### src/rtl/rx_frame_parser.sv
// GMII-style receive front end: strips preamble/SFD, forwards frame bytes with one cycle of delay,
// checks length and (when RX_CRC_CHECK_EN is defined) FCS, and holds the verdict for two CHECK cycles.
module rx_frame_parser #(
  parameter int pDATA_WIDTH = 8,
  parameter int pMIN_LEN    = 64,
  parameter int pMAX_LEN    = 1518,
  parameter int pLEN_W      = 11
) (
  input  logic                   iclk,
  input  logic                   i_rst,
  input  logic                   i_rx_dv,
  input  logic                   i_rx_er,
  input  logic [pDATA_WIDTH-1:0] i_rxd,
  output logic                   odv,
  output logic [pDATA_WIDTH-1:0] orx_d,
  output logic [2:0]             oFSM_state,
  output logic                   o_error,
  output logic [pLEN_W-1:0]      o_frame_len,
  output logic [15:0]            o_good_cnt,
  output logic [15:0]            o_bad_cnt
);

  localparam logic [2:0] ST_IDLE = 3'b000;
  localparam logic [2:0] ST_PRE  = 3'b001;
  localparam logic [2:0] ST_DATA = 3'b010;
  localparam logic [2:0] ST_CHK  = 3'b011;
  localparam logic [2:0] ST_DROP = 3'b100;

  localparam logic [pLEN_W-1:0] MIN_LEN   = pLEN_W'(pMIN_LEN);
  localparam logic [pLEN_W-1:0] OVER_LEN  = pLEN_W'(pMAX_LEN + 1);

  logic [2:0]             state_q, state_d;
  logic                   chk_q, chk_d;
  logic                   odv_q, odv_d;
  logic [pDATA_WIDTH-1:0] rxd_q, rxd_d;
  logic                   err_q, err_d;
  logic [pLEN_W-1:0]      len_q, len_d;
  logic [15:0]            good_q, good_d, bad_q, bad_d;
  logic [pLEN_W-1:0]      len_inc;
  logic                   sfd_hit;
  logic                   fcs_bad;

  function automatic logic [15:0] sat_inc(input logic [15:0] v);
    return (v == 16'hFFFF) ? v : v + 16'd1;
  endfunction

  assign len_inc = len_q + 1'b1;
  assign sfd_hit = (state_q == ST_PRE) && i_rx_dv && !i_rx_er && (i_rxd == 8'hD5);

`ifdef RX_CRC_CHECK_EN
  logic [31:0] crc_q, crc_d;

  function automatic logic [31:0] crc_byte(input logic [31:0] c_in, input logic [7:0] b);
    logic [31:0] c;
    c = c_in ^ {24'd0, b};
    for (int i = 0; i < 8; i++) begin
      c = c[0] ? ((c >> 1) ^ 32'hEDB88320) : (c >> 1);
    end
    return c;
  endfunction

  always_comb begin
    crc_d = crc_q;
    if (sfd_hit) begin
      crc_d = 32'hFFFFFFFF;
    end else if (state_q == ST_DATA && i_rx_dv) begin
      crc_d = crc_byte(crc_q, i_rxd);
    end
  end

  always_ff @(posedge iclk or posedge i_rst) begin
    if (i_rst) crc_q <= 32'hFFFFFFFF;
    else       crc_q <= crc_d;
  end

  // Running the CRC over the received FCS leaves the fixed residue when the frame is intact.
  assign fcs_bad = (crc_q != 32'hDEBB20E3);
`else
  assign fcs_bad = 1'b0;
`endif

  always_comb begin
    state_d = state_q;
    chk_d   = 1'b0;
    odv_d   = 1'b0;
    rxd_d   = i_rxd;
    err_d   = err_q;
    len_d   = len_q;
    good_d  = good_q;
    bad_d   = bad_q;
    case (state_q)
      ST_IDLE: begin
        if (i_rx_dv && i_rxd == 8'h55) begin
          state_d = ST_PRE;
          err_d   = 1'b0;
        end
      end
      ST_PRE: begin
        if (sfd_hit) begin
          state_d = ST_DATA;
          len_d   = '0;
        end else if (!i_rx_dv || i_rx_er || i_rxd != 8'h55) begin
          state_d = ST_IDLE;
          err_d   = 1'b0;
        end
      end
      ST_DATA: begin
        if (!i_rx_dv) begin
          state_d = ST_CHK;
          err_d   = (len_q < MIN_LEN) | fcs_bad;
        end else begin
          len_d = len_inc;
          // Line error and overflow on the same byte still make a single DROP entry.
          if (i_rx_er || len_inc == OVER_LEN) begin
            state_d = ST_DROP;
            err_d   = 1'b1;
            bad_d   = sat_inc(bad_q);
          end else begin
            odv_d = 1'b1;
          end
        end
      end
      ST_CHK: begin
        if (!chk_q) begin
          chk_d = 1'b1;
        end else begin
          state_d = ST_IDLE;
          err_d   = 1'b0;
          if (err_q) bad_d  = sat_inc(bad_q);
          else       good_d = sat_inc(good_q);
        end
      end
      ST_DROP: begin
        if (!i_rx_dv) begin
          state_d = ST_IDLE;
          err_d   = 1'b0;
        end
      end
      default: begin
        state_d = ST_IDLE;
        err_d   = 1'b0;
      end
    endcase
  end

  always_ff @(posedge iclk or posedge i_rst) begin
    if (i_rst) begin
      state_q <= ST_IDLE;
      chk_q   <= 1'b0;
      odv_q   <= 1'b0;
      rxd_q   <= '0;
      err_q   <= 1'b0;
      len_q   <= '0;
      good_q  <= '0;
      bad_q   <= '0;
    end else begin
      state_q <= state_d;
      chk_q   <= chk_d;
      odv_q   <= odv_d;
      rxd_q   <= rxd_d;
      err_q   <= err_d;
      len_q   <= len_d;
      good_q  <= good_d;
      bad_q   <= bad_d;
    end
  end

  assign oFSM_state  = state_q;
  assign odv         = odv_q;
  assign orx_d       = rxd_q;
  assign o_error     = err_q;
  assign o_frame_len = len_q;
  assign o_good_cnt  = good_q;
  assign o_bad_cnt   = bad_q;

endmodule

### config.mk
export PLATFORM = sky130hd
export DESIGN_NAME = rx_frame_parser
export DESIGN_NICKNAME = d
export VERILOG_FILES = /design/src/rtl/rx_frame_parser.sv
export SDC_FILE = /design/constraint.sdc
export NUM_CORES = 1
export LEC_CHECK = 0
export CORE_ASPECT_RATIO = 0.7
export CORE_MARGIN = 2
export CORE_UTILIZATION = 49
export CTS_CLUSTER_SIZE = 14
export DETAILED_ROUTE_END_ITERATION = 10
export PLACE_DENSITY = 0.8
export SLEW_MARGIN = 20
export SYNTH_ARGS = -nofsm -noshare
export SYNTH_HDL_FRONTEND = slang
export SYNTH_SLANG_ARGS = --single-unit
### constraint.sdc
create_clock -name iclk -period 3.15 [get_ports iclk]
set_input_delay 0.4725 -clock iclk [delete_from_list [all_inputs] [get_ports iclk]]
set_output_delay 0.4725 -clock iclk [all_outputs]
set_load 0.02 [all_outputs]
Word level (Yosys, flattened, before mapping)
Cells that the tools add are included.

storage, ports and cells
  flip-flop bits (word level) = 57
  output and inout port bits = 56
  logic and storage cells = 82

operators by class
  add/sub/neg operators = 3
  order comparisons = 1
  equality and inequality tests = 21
  mux-type cells = 30
  bitwise logic cells = 2
  reductions and logical operators = 17

operator list
  kind                   number
  $mux 16                5
  $add 16x1->16 const B  2
  $eq 16x16->1 const B   2
  $pmux 16 s2            1
  $mux 11                2
  $pmux 11 s2            1
  $mux 3                 7
  $ne 2x2->1 const B     8
  $pmux 3 s5             1
  $mux 1                 12
  $add 11x1->11 const B  1
  $eq 11x11->1 const B   1
  $lt 11x7->1 const B    1
  $reduce_and 5->1       2
  $eq 8x7->1 const B     1
  $eq 8x8->1 const B     1
  $ne 8x7->1 const B     1
  $eq 3x2->1 const B     2
  $reduce_and 6->1       1
  $pmux 1 s5             1
  $logic_and 1x1->1      4
  $reduce_and 4->1       1
  $reduce_bool 2->1      2
  $eq 3x1->1 const B     1
  other kinds (9)        13

Depth between registers and ports, before layout
Gate-level depths: netlist of the first run.

  word-level depth = 6
  mapped depth = 10
  mapped depth without buffers = 8

Least setup slack after synthesis of the first run
OpenSTA, ideal clock, no wires.

  kind = register -> register
  start = register len_q[0], in the netlist o_frame_len[0]
  end = register bad_q[10], in the netlist o_bad_cnt[10]
  setup time = 0.130 ns
  arrival time = 2.485 ns
  data required time = 3.020 ns
  setup slack = 0.536 ns
  cell stages (with the launch flop) = 10
  clock period less this slack = 2.614 ns
  cell sequence = dfrtp_1 > ha_1 > clkbuf_2 > inv_1 > or3_1 > a211oi_2 > a41o_2 > o21ai_4 > or4_4 > xnor2_2

on the way
  cells in the longest elaborated chain, start to end = 5

RTL lines
  element                            line  text
  start, declared                    37    logic [pLEN_W-1:0] len_q, len_d;
  start signal, assigned             162   len_q <= len_d;
  $add 11x1->11                      47    assign len_inc = len_q + 1'b1;
  $eq 11x11->1                       114   if (i_rx_er || len_inc == OVER_LEN) begin
  $logic_or 1x1->1                   114
  $ne 2x2->1 (no source line)        -
  $reduce_and 5->1 (no source line)  -
  end signal, assigned               155   bad_q <= '0;
  end signal, assigned               164   bad_q <= bad_d;
  end, declared                      38    logic [15:0] good_q, good_d, bad_q, bad_d;

Every way passes these cells.
A chain may end at the register's enable or synchronous reset.

Final worst setup path of the first run
Ends and elaborated chain as after synthesis.

==> summary.md, run 1 <==
| Metric | Value |
|---|---|
| Antenna violations before repair | 0 |
| Minimum clock period | 2.755 ns |
| Via count | 2310 |
| Cell Area, Placed | 3565 um2 |
| Core box area | 5640 um2 |
| Status | finished, final reports clean |
| CP required | 3.37 ns |
| Async SR Flop Fraction | 100.0% |
| Post-synth EDFFs | 0 |
| Port-buffer cells | 67 |
| Clock buffer depth | 2 |
| Vias/cell | 5.410 |
| CTS tree | built |
| Area occupied by multi-input gates | 1282 um2 |
| Post-Syn Area | 2813 um2 |
| Total power | 1.682 mW |
| Number of diodes | 0 |
| Max incr delay on CP | 0.52 ns |
| Post-layout instance area | 3739 um2 |
| Post-CTS Hold Fix Bufs | 0 |
| Critical path origin | o_frame_len[0]$_DFFE_PP0P_ |
| Max Clk Rate | 363.0 MHz |
| Grt total ovfl | 0 |
| CP endpoint | o_bad_cnt[10]$_DFFE_PP0P_ |
| Wl on met1 | 2.909 mm |
| Worst Skew | 0.008166 ns |
| Slew @ Worst Pin | 0.5891 ns |
| Worst path arrival time | 2.97 ns |
| Vias in the first global route | 2210 |
| Drt first pass iters | 4 |
| Relative max-transition margin | 60.67% |
| Post-Syn Area per Cell | 10.23 um2 |
| PwrDens | 449.9 nW/um2 |
| Gr usage total | 21.48% |
| Syn Inst Count | 275 |
| Worst path cell trace | ha_1, inv_1, or3_1, a211oi_2, a41o_2, o21ai_4, or4_4, xnor2_2 |
| Total leakage power | 1.671 nW |
| Worst r2r dst | o_bad_cnt[10]$_DFFE_PP0P_ |
| # resized after CTS | 0 |
| Startpoint types | flop |
| Top sig layer | met4 |
| Nets | 363 |
| Leading area contributor after synthesis | dfrtp_1 |
| Antenna Nets Post-Route | 0 |
| Initial DRC Count | 193 |
| Synth warn | 0 |
| Delay-heaviest family, CP | simple AND/OR/NAND/NOR gates |
| Starting Density | 49.87% |
| Post-CTS Setup Repair Bufs | 0 |
| Post-DP HPWL | 4.513 mm |
| Max Cap Viol | 0 |
| Top-count cell post-synth | dfrtp_1 |
| Final setup fails | 0 |
| CTS buffer count | 9 |
| DR WL/cell | 14.55 um |
| Worst-Skew Late Latency | 0.33 ns |
| Final worst slack | 0.3952 ns |
| Root Buffer | clkbuf_8 |
| Critical Path Slowest Stage Cell | or4_4 |
| Syn nets | 291 |
| Maximum VDD drop | 0.0003584 V |
| Setup_tns | 0 ns |
| Worst hold path startpoint | chk_q$_DFF_PP0_ |
| Library cells used by synthesis | 51 |
| Largest net degree at the start of global routing | 31 |
| Clk slew on worst S/H paths | 0.07 ns |
| Crit path buf inv count | 1 |
| Cell row count | 23 |
| Ys flop type | dfrtp_1 |
| Reg2reg setup slack | 0.40 ns |
| Final GP Congestion | 0.9094 |
| Stages on worst setup path | 8 |
| Crit path kind | flop to flop |
| Synth cell count leaders | 57 x dfrtp_1, 24 x nand2_1, 19 x nand3_1 |
| DR WL met3 | 478 um |
| RSZ-0062 raised after global routing | false |
| CP Max Fanout | 10 |
| Non-Filler Instances | 427 |
| Critical Path Sink Type | flop |
| Post-route DRC | 0 |
| First-pass GRT wire length | 10.38 mm |
| Crit share post-route | 87.45% |
| Post-synthesis sequential area ratio | 50.71% |
| Synth Register Bits | 57 |
| Proportion of layout cells with a drive suffix above 1 | 7.386% |
| WL met2 | 2.773 mm |
| Full die area | 6372 um2 |
| Synth top area cells | dfrtp_1 51%, xnor2_1 5.3%, xor2_1 4.7% |
| CTS H-tree lvls | 3 |
| P&R area growth vs syn | 32.92% |
| IO Count | 68 |
| Final Hold Fails | 0 |
| Fillers | 490 |
| FF-to-FF Start | o_frame_len[0]$_DFFE_PP0P_ |
| CTS Sinks | 57 |
| Final max-slew violation count | 0 |
| Die Ht | 67.39 um |
| Hold Crit Class | flop to flop |
| Area share of the largest cell type after synthesis | 50.71% |
| R2R cell count | 8 |
| Die X | 94.56 um |
| Seq. cell area | 1426 um2 |
| Post-placement cell count | 411 |
| Total wire length | 6.214 mm |
| Place WS | 0.2041 ns |
-- cells by family after synthesis --
logic type      Yosys count  share of synthesized area (%)
compound gates           42                          10.37
xor+xnor                 33                          10.54
fa+ha+maj                 4                          1.779
buf+inv                  24                          3.692
flops                    57                          50.71
mux                       5                          1.913
simple gates            110                          21.00
-- worst min path at each step --
stage                                 end  slack [ns]  cells after the start
after global routing      chk_q$_DFF_PP0_        0.51                      1
after floorplan           chk_q$_DFF_PP0_        0.44                      1
final                     chk_q$_DFF_PP0_        0.48                      1
after detailed placement  chk_q$_DFF_PP0_        0.46                      1
after CTS                 chk_q$_DFF_PP0_        0.47                      1
after global placement    chk_q$_DFF_PP0_        0.46                      1
-- flip-flops by register name, summed over array words and instances (netlist names) --
name         flops
chk_q            1
oFSM_state       3
o_bad_cnt       16
o_error          1
o_frame_len     11
o_good_cnt      16
odv              1
orx_d            8
-- cells in the final DEF, fill, tap and decap left out, types with 3 or more instances in the layout --
| master | instances |
|---|---|
| o21ai_0 | 15 |
| xnor2_1 | 17 |
| ha_1 | 4 |
| clkinv_2 | 3 |
| nor3_1 | 10 |
| nor4_1 | 3 |
| nor2b_1 | 7 |
| nand4_1 | 5 |
| dfrtp_1 | 57 |
| clkbuf_8 | 11 |
| o31ai_1 | 5 |
| inv_1 | 14 |
| clkdlybuf4s50_1 | 67 |
| nor2_1 | 16 |
| nand3_1 | 19 |
| and2_1 | 3 |
| nand2_1 | 24 |
| a21oi_1 | 7 |
| xor2_1 | 15 |
| and3_1 | 7 |
-- per-layer routing --
layer	global-route usage (%)	up-vias
met2	32.50	78
met3	7.031	4
met5	0	-
li1	-	1110
met1	29.27	1118
met4	7.609	0
-- area by class of cell --
type | count | area share [%]
Clock buffer | 13 | 4.250
Inverter | 15 | 1.506
Timing Repair Buffer | 70 | 18.88
Clock inverter | 3 | 0.4016
Multi-Input combinational cell | 194 | 34.30
Sequential cell | 57 | 38.15
Tap cell | 75 | 2.510
-- per-stage QoR --
stage | util, % | hold WS [ns]
2_1_floorplan | - | 0.4357
3_3_place_gp | 63.20 | 0.4596
3_5_place_dp | 63.20 | 0.4574
6_report | 66.28 | 0.4762
4_1_cts | 66.28 | 0.4669
5_1_grt | 66.28 | 0.5064
-- report_power, final --
| part | internal (mW) | switching [mW] | total [mW] |
|---|---|---|---|
| clock network | 0.325 | 0.273 | 0.598 |
| logic | 0.126 | 0.128 | 0.254 |
| registers | 0.768 | 0.0623 | 0.830 |
| total | 1.22 | 0.463 | 1.68 |
Note: power is estimated with default switching activity, not from simulation.
==> run 2: changes to the inputs <==
--- a/config.mk
+++ b/config.mk
@@ -7,10 +7,10 @@
 export LEC_CHECK = 0
 export CORE_ASPECT_RATIO = 0.7
 export CORE_MARGIN = 2
-export CORE_UTILIZATION = 49
+export CORE_UTILIZATION = 40
 export CTS_CLUSTER_SIZE = 14
 export DETAILED_ROUTE_END_ITERATION = 10
-export PLACE_DENSITY = 0.8
+export PLACE_DENSITY = 0.68
 export SLEW_MARGIN = 20
 export SYNTH_ARGS = -nofsm -noshare
 export SYNTH_HDL_FRONTEND = slang
==> run 2 against run 1 <==
Utilization is 11 points lower. Register-to-register slack better by 0.02 ns. Power is 1.8% lower. Largest power group unchanged.
==> summary.md, run 2 (synthesis results as in run 1) <==
| Metric | Value |
|---|---|
| IO Count | 68 |
| Crit share post-route | 86.86% |
| Switching pwr | 462.2 uW |
| FF-to-FF Start | o_frame_len[0]$_DFFE_PP0P_ |
| Max Clk Rate | 365.5 MHz |
| Critical Path Sink Type | flop |
| Slew @ Worst Pin | 0.5263 ns |
| Worst hold margin | 0.4714 ns |
| Setup_tns | 0 ns |
| Gr usage total | 18.49% |
| Seq pwr share | 50.6% |
| Final setup fails | 0 |
| Cell internal pwr | 1.189 mW |
| Worst-Skew Late Latency | 0.34 ns |
| Initial DRC Count | 110 |
| Max Cap Viol | 0 |
| Die X | 104.2 um |
| Switching part of the total power | 27.98% |
| Total leakage power | 1.671 nW |
| Hold Crit Class | input port to asynchronous set/reset pin |
| Max incr delay on CP | 0.52 ns |
| Clock buffer depth | 2 |
| Post-DP HPWL | 4.640 mm |
| CTS H-tree lvls | 3 |
| Antenna Nets Post-Route | 0 |
| Final Hold Fails | 0 |
| CP required | 3.36 ns |
| # resized after CTS | 0 |
| Relative max-transition margin | 64.91% |
| Post-CTS Setup Repair Bufs | 0 |
| Via count | 2264 |
| Cell Area, Placed | 3591 um2 |
| Vias/cell | 5.065 |
| Critical Path Slowest Stage Cell | dfrtp_1 |
| Crit path kind | flop to flop |
| Clk pwr share | 34.2% |
| Largest net degree at the start of global routing | 23 |
| Post-CTS Hold Fix Bufs | 0 |
| Die Ht | 74.16 um |
| Grt total ovfl | 0 |
| CTS Sinks | 57 |
| Post-placement cell count | 432 |
| Nets | 365 |
| Status | finished, final reports clean |
| Cell row count | 25 |
| CTS buffer count | 9 |
| Proportion of layout cells with a drive suffix above 1 | 7.932% |
| Non-Filler Instances | 447 |
| Full die area | 7729 um2 |
| Antenna violations before repair | 0 |
| Port-buffer cells | 67 |
| Worst path arrival time | 2.95 ns |
| Final GP Congestion | 0.8330 |
| Startpoint types | flop |
| Most common cell after layout, fill and taps aside | clkdlybuf4s50_1 |
| Starting Density | 41.44% |
| First-pass GRT wire length | 10.97 mm |
| Final max-slew violation count | 0 |
| DR WL/cell | 14.47 um |
| Worst path cell trace | ha_1, inv_1, or3_1, a211oi_2, a41o_2, o21ai_4, or4_4, xnor2_2 |
| P&R area growth vs syn | 33.41% |
| Maximum VDD drop | 0.0002477 V |
| Post-route DRC | 0 |
| Minimum clock period | 2.736 ns |
| Vias in the first global route | 2206 |
| CTS tree | built |
| Post-layout instance area | 3752 um2 |
| Core box area | 6788 um2 |
| RSZ-0062 raised after global routing | false |
| Commonest non-fill, non-tap cells in the layout | 67 x clkdlybuf4s50_1, 57 x dfrtp_1, 24 x nand2_1 |
| Critical path origin | o_frame_len[0]$_DFFE_PP0P_ |
| PwrDens | 440.2 nW/um2 |
| Number of diodes | 0 |
| Comb pwr share | 15.2% |
| CP Max Fanout | 10 |
| Total wire length | 6.467 mm |
| Drt first pass iters | 4 |
| Worst Skew | 0.008327 ns |
| Root Buffer | clkbuf_8 |
| Clk slew on worst S/H paths | 0.06 ns |
-- run 2: layout make-up --
cell class	count	area (um2)
clock buffer	11	141.4
clock inverter	4	20.02
fill	640	3035
inverter	15	56.30
multi-input combinational	194	1282
sequential	57	1426
tap	94	117.6
timing repair buffer	72	708.2
-- run 2: critical path, delay by kind of cell, from the launching register on --
family | cells | cell delay (ns)
compound gates | 3 | 0.54
xor+xnor | 1 | 0.14
fa+ha+maj | 1 | 0.38
buf+inv | 1 | 0.16
flops | 1 | 0.52
simple gates | 2 | 0.88
-- run 2: stage by stage --
step	power (mW)	setup WS, ns	util, %
floorplan	0.9775	0.5356	-
global placement	1.094	0.2737	52.90
detailed placement	1.099	0.1629	52.90
CTS	1.683	0.4148	55.28
global route	1.757	0.2989	55.28
finish	1.652	0.4138	55.28
-- run 2: power groups by stage --
stage / Combinational, mW / Clock, mW / Sequential (mW)
5_1_grt: 0.279 / 0.634 / 0.844
3_5_place_dp: 0.253 / 0 / 0.847
6_report: 0.251 / 0.565 / 0.836
2_1_floorplan: 0.114 / 0 / 0.863
3_3_place_gp: 0.251 / 0 / 0.843
4_1_cts: 0.255 / 0.594 / 0.834
-- run 2: worst paths after layout --
kind / cells after the start / slack, ns / to
worst min register to register: 1 / 0.48 / chk_q$_DFF_PP0_
worst max register to register: 8 / 0.41 / o_bad_cnt[10]$_DFFE_PP0P_
max in group asynchronous: 3 / 2.06 / orx_d[1]$_DFF_PP0_
worst min-delay path: 2 / 0.47 / o_bad_cnt[11]$_DFFE_PP0P_
min in group iclk: 1 / 0.48 / chk_q$_DFF_PP0_
worst max-delay path: 8 / 0.41 / o_bad_cnt[10]$_DFFE_PP0P_
-- run 2: layer usage --
metal	track usage, %	vias to the layer above	wire, um
met5	0	-	0
met4	6.607	0	100
met3	8.852	10	505
met2	25.29	71	2688
met1	25.56	1079	3172
li1	-	1104	-
==> run 3: changes to the inputs <==
--- a/config.mk
+++ b/config.mk
@@ -5,7 +5,7 @@
 export SDC_FILE = /design/constraint.sdc
 export NUM_CORES = 1
 export LEC_CHECK = 0
-export CORE_ASPECT_RATIO = 0.7
+export CORE_ASPECT_RATIO = 0.9
 export CORE_MARGIN = 2
 export CORE_UTILIZATION = 40
 export CTS_CLUSTER_SIZE = 14
==> run 3 against run 2 <==
Final cell count decreased by 0.67%. Wire length decreased by 4.4%. First-iteration DRC count grew 7.3%. Register-to-register slack got worse by 0.02 ns. Critical path depth unchanged. Sequential cell count unchanged. Via count is 0.49% lower. Largest power group is now clock. Highest routed layer unchanged.
==> summary.md, run 3 (synthesis results as in run 1) <==
| Metric | Value |
|---|---|
| DR WL/cell | 13.93 um |
| Worst-Skew Late Latency | 0.35 ns |
| Gr usage total | 17.11% |
| Final Hold Fails | 0 |
| Post-CTS Hold Fix Bufs | 0 |
| Die X | 92.39 um |
| P&R area growth vs syn | 36.17% |
| Port-buffer cells | 67 |
| Post-route DRC | 0 |
| Status | finished, final reports clean |
| Grt total ovfl | 0 |
| Max Cap Viol | 0 |
| Most common cell after layout, fill and taps aside | clkdlybuf4s50_1 |
| First-pass GRT wire length | 10.55 mm |
| Final setup fails | 0 |
| Cell row count | 28 |
| Routing usage on met1 | 23.25% |
| Final max-slew violation count | 0 |
| Largest net degree at the start of global routing | 22 |
| Antenna violations before repair | 0 |
| Slew @ Worst Pin | 0.6108 ns |
| Initial DRC Count | 118 |
| Total wire length | 6.183 mm |
| Vias/cell | 5.074 |
| Number of diodes | 0 |
| Post-CTS Setup Repair Bufs | 0 |
| Root Buffer | clkbuf_8 |
| Antenna Nets Post-Route | 0 |
| Core box area | 6691 um2 |
| CP required | 3.37 ns |
| GR Layer Usage met2 | 25.41% |
| Die Ht | 83.55 um |
| # resized after CTS | 0 |
| Final GP Congestion | 0.7764 |
| Reg2reg setup slack | 0.39 ns |
| Nets | 365 |
| Starting Density | 42.03% |
| Setup_tns | 0 ns |
| Non-Filler Instances | 444 |
| Post-DP HPWL | 4.371 mm |
| Post-placement cell count | 428 |
| RSZ-0062 raised after global routing | false |
| IO Count | 68 |
| Crit path kind | flop to flop |
| Commonest non-fill, non-tap cells in the layout | 67 x clkdlybuf4s50_1, 57 x dfrtp_1, 24 x nand2_1 |
| Maximum VDD drop | 0.0003077 V |
| CTS buffer count | 9 |
| Met3 Use GR | 6.594% |
| Worst Skew | 0.009611 ns |
| CP Max Fanout | 10 |
| Critical Path Sink Type | flop |
| Hold Crit Class | input port to asynchronous set/reset pin |
| CTS Sinks | 57 |
| Minimum clock period | 2.757 ns |
| PwrDens | 503.0 nW/um2 |
| Drt first pass iters | 4 |
| Clock buffer depth | 2 |
| Relative max-transition margin | 59.28% |
| Full die area | 7719 um2 |
| Top Usage Layer GRT | met2 |
| CTS tree | built |
| CTS H-tree lvls | 3 |
| Via count | 2253 |
| Crit share post-route | 87.53% |
| Worst path arrival time | 2.98 ns |
| Total leakage power | 1.702 nW |
| Proportion of layout cells with a drive suffix above 1 | 8.192% |
| Max Clk Rate | 362.7 MHz |
| Vias in the first global route | 2159 |
| Startpoint types | flop |
| Clk slew on worst S/H paths | 0.07 ns |
| Finished Core Util | 57.24% |
run 3: changes by cell type in the layout (fill, tap and decap cells not counted), sizes merged:
cell / previous run / this run
clkinv: 4 / 1
clkinvlp: 0 / 1
bufinv: 0 / 3
run 3: worst paths after layout:
path,startpoint,to,depth (start not counted)
worst max-delay path,o_frame_len[0]$_DFFE_PP0P_,o_bad_cnt[10]$_DFFE_PP0P_,8
worst min-delay path,i_rst,o_good_cnt[9]$_DFFE_PP0P_,2
worst max register to register,o_frame_len[0]$_DFFE_PP0P_,o_bad_cnt[10]$_DFFE_PP0P_,8
worst min register to register,chk_q$_DFF_PP0_,chk_q$_DFF_PP0_,1
max in group asynchronous,i_rst,orx_d[1]$_DFF_PP0_,3
min in group iclk,chk_q$_DFF_PP0_,chk_q$_DFF_PP0_,1
run 3: area by class of cell:
type / count / area (um2)
clock buffer: 11 / 141.4
clock inverter: 5 / 102.6
fill: 575 / 2861
inverter: 15 / 56.30
multi-input combinational: 194 / 1282
sequential: 57 / 1426
tap: 90 / 112.6
timing repair buffer: 72 / 708.2
run 3: per-layer routing:
| layer | wire length [um] | vias to the layer above |
|---|---|---|
| met4 | 78 | 0 |
| met2 | 2731 | 64 |
| met1 | 2970 | 1078 |
| met5 | 0 | - |
| met3 | 402 | 8 |
| li1 | - | 1103 |
run 3: where the power goes:
part           leakage, nW  internal [mW]  switching [mW]  total (mW)
combinational        0.826          0.125           0.125       0.251
clock                0.120          0.546           0.298       0.844
sequential           0.756          0.767          0.0647       0.832
run 3: per-stage QoR:
step	setup WS [ns]	cell area, um2	total power, mW	hold WS, ns
6_report	0.3928	3830	1.926	0.4109
5_1_grt	0.2194	3830	2.017	0.4295
4_1_cts	0.3749	3830	1.946	0.4190
3_5_place_dp	0.1518	3586	1.098	0.4582
3_3_place_gp	0.2872	3586	1.093	0.4631
2_1_floorplan	0.5356	2813	0.9775	0.4357
run 3: critical path, stage by stage (launching register included):
cell	delay, ns
dfrtp_1	0.52
ha_1	0.38
inv_1	0.16
or3_1	0.38
a211oi_2	0.21
a41o_2	0.27
o21ai_4	0.06
or4_4	0.50
xnor2_2	0.15
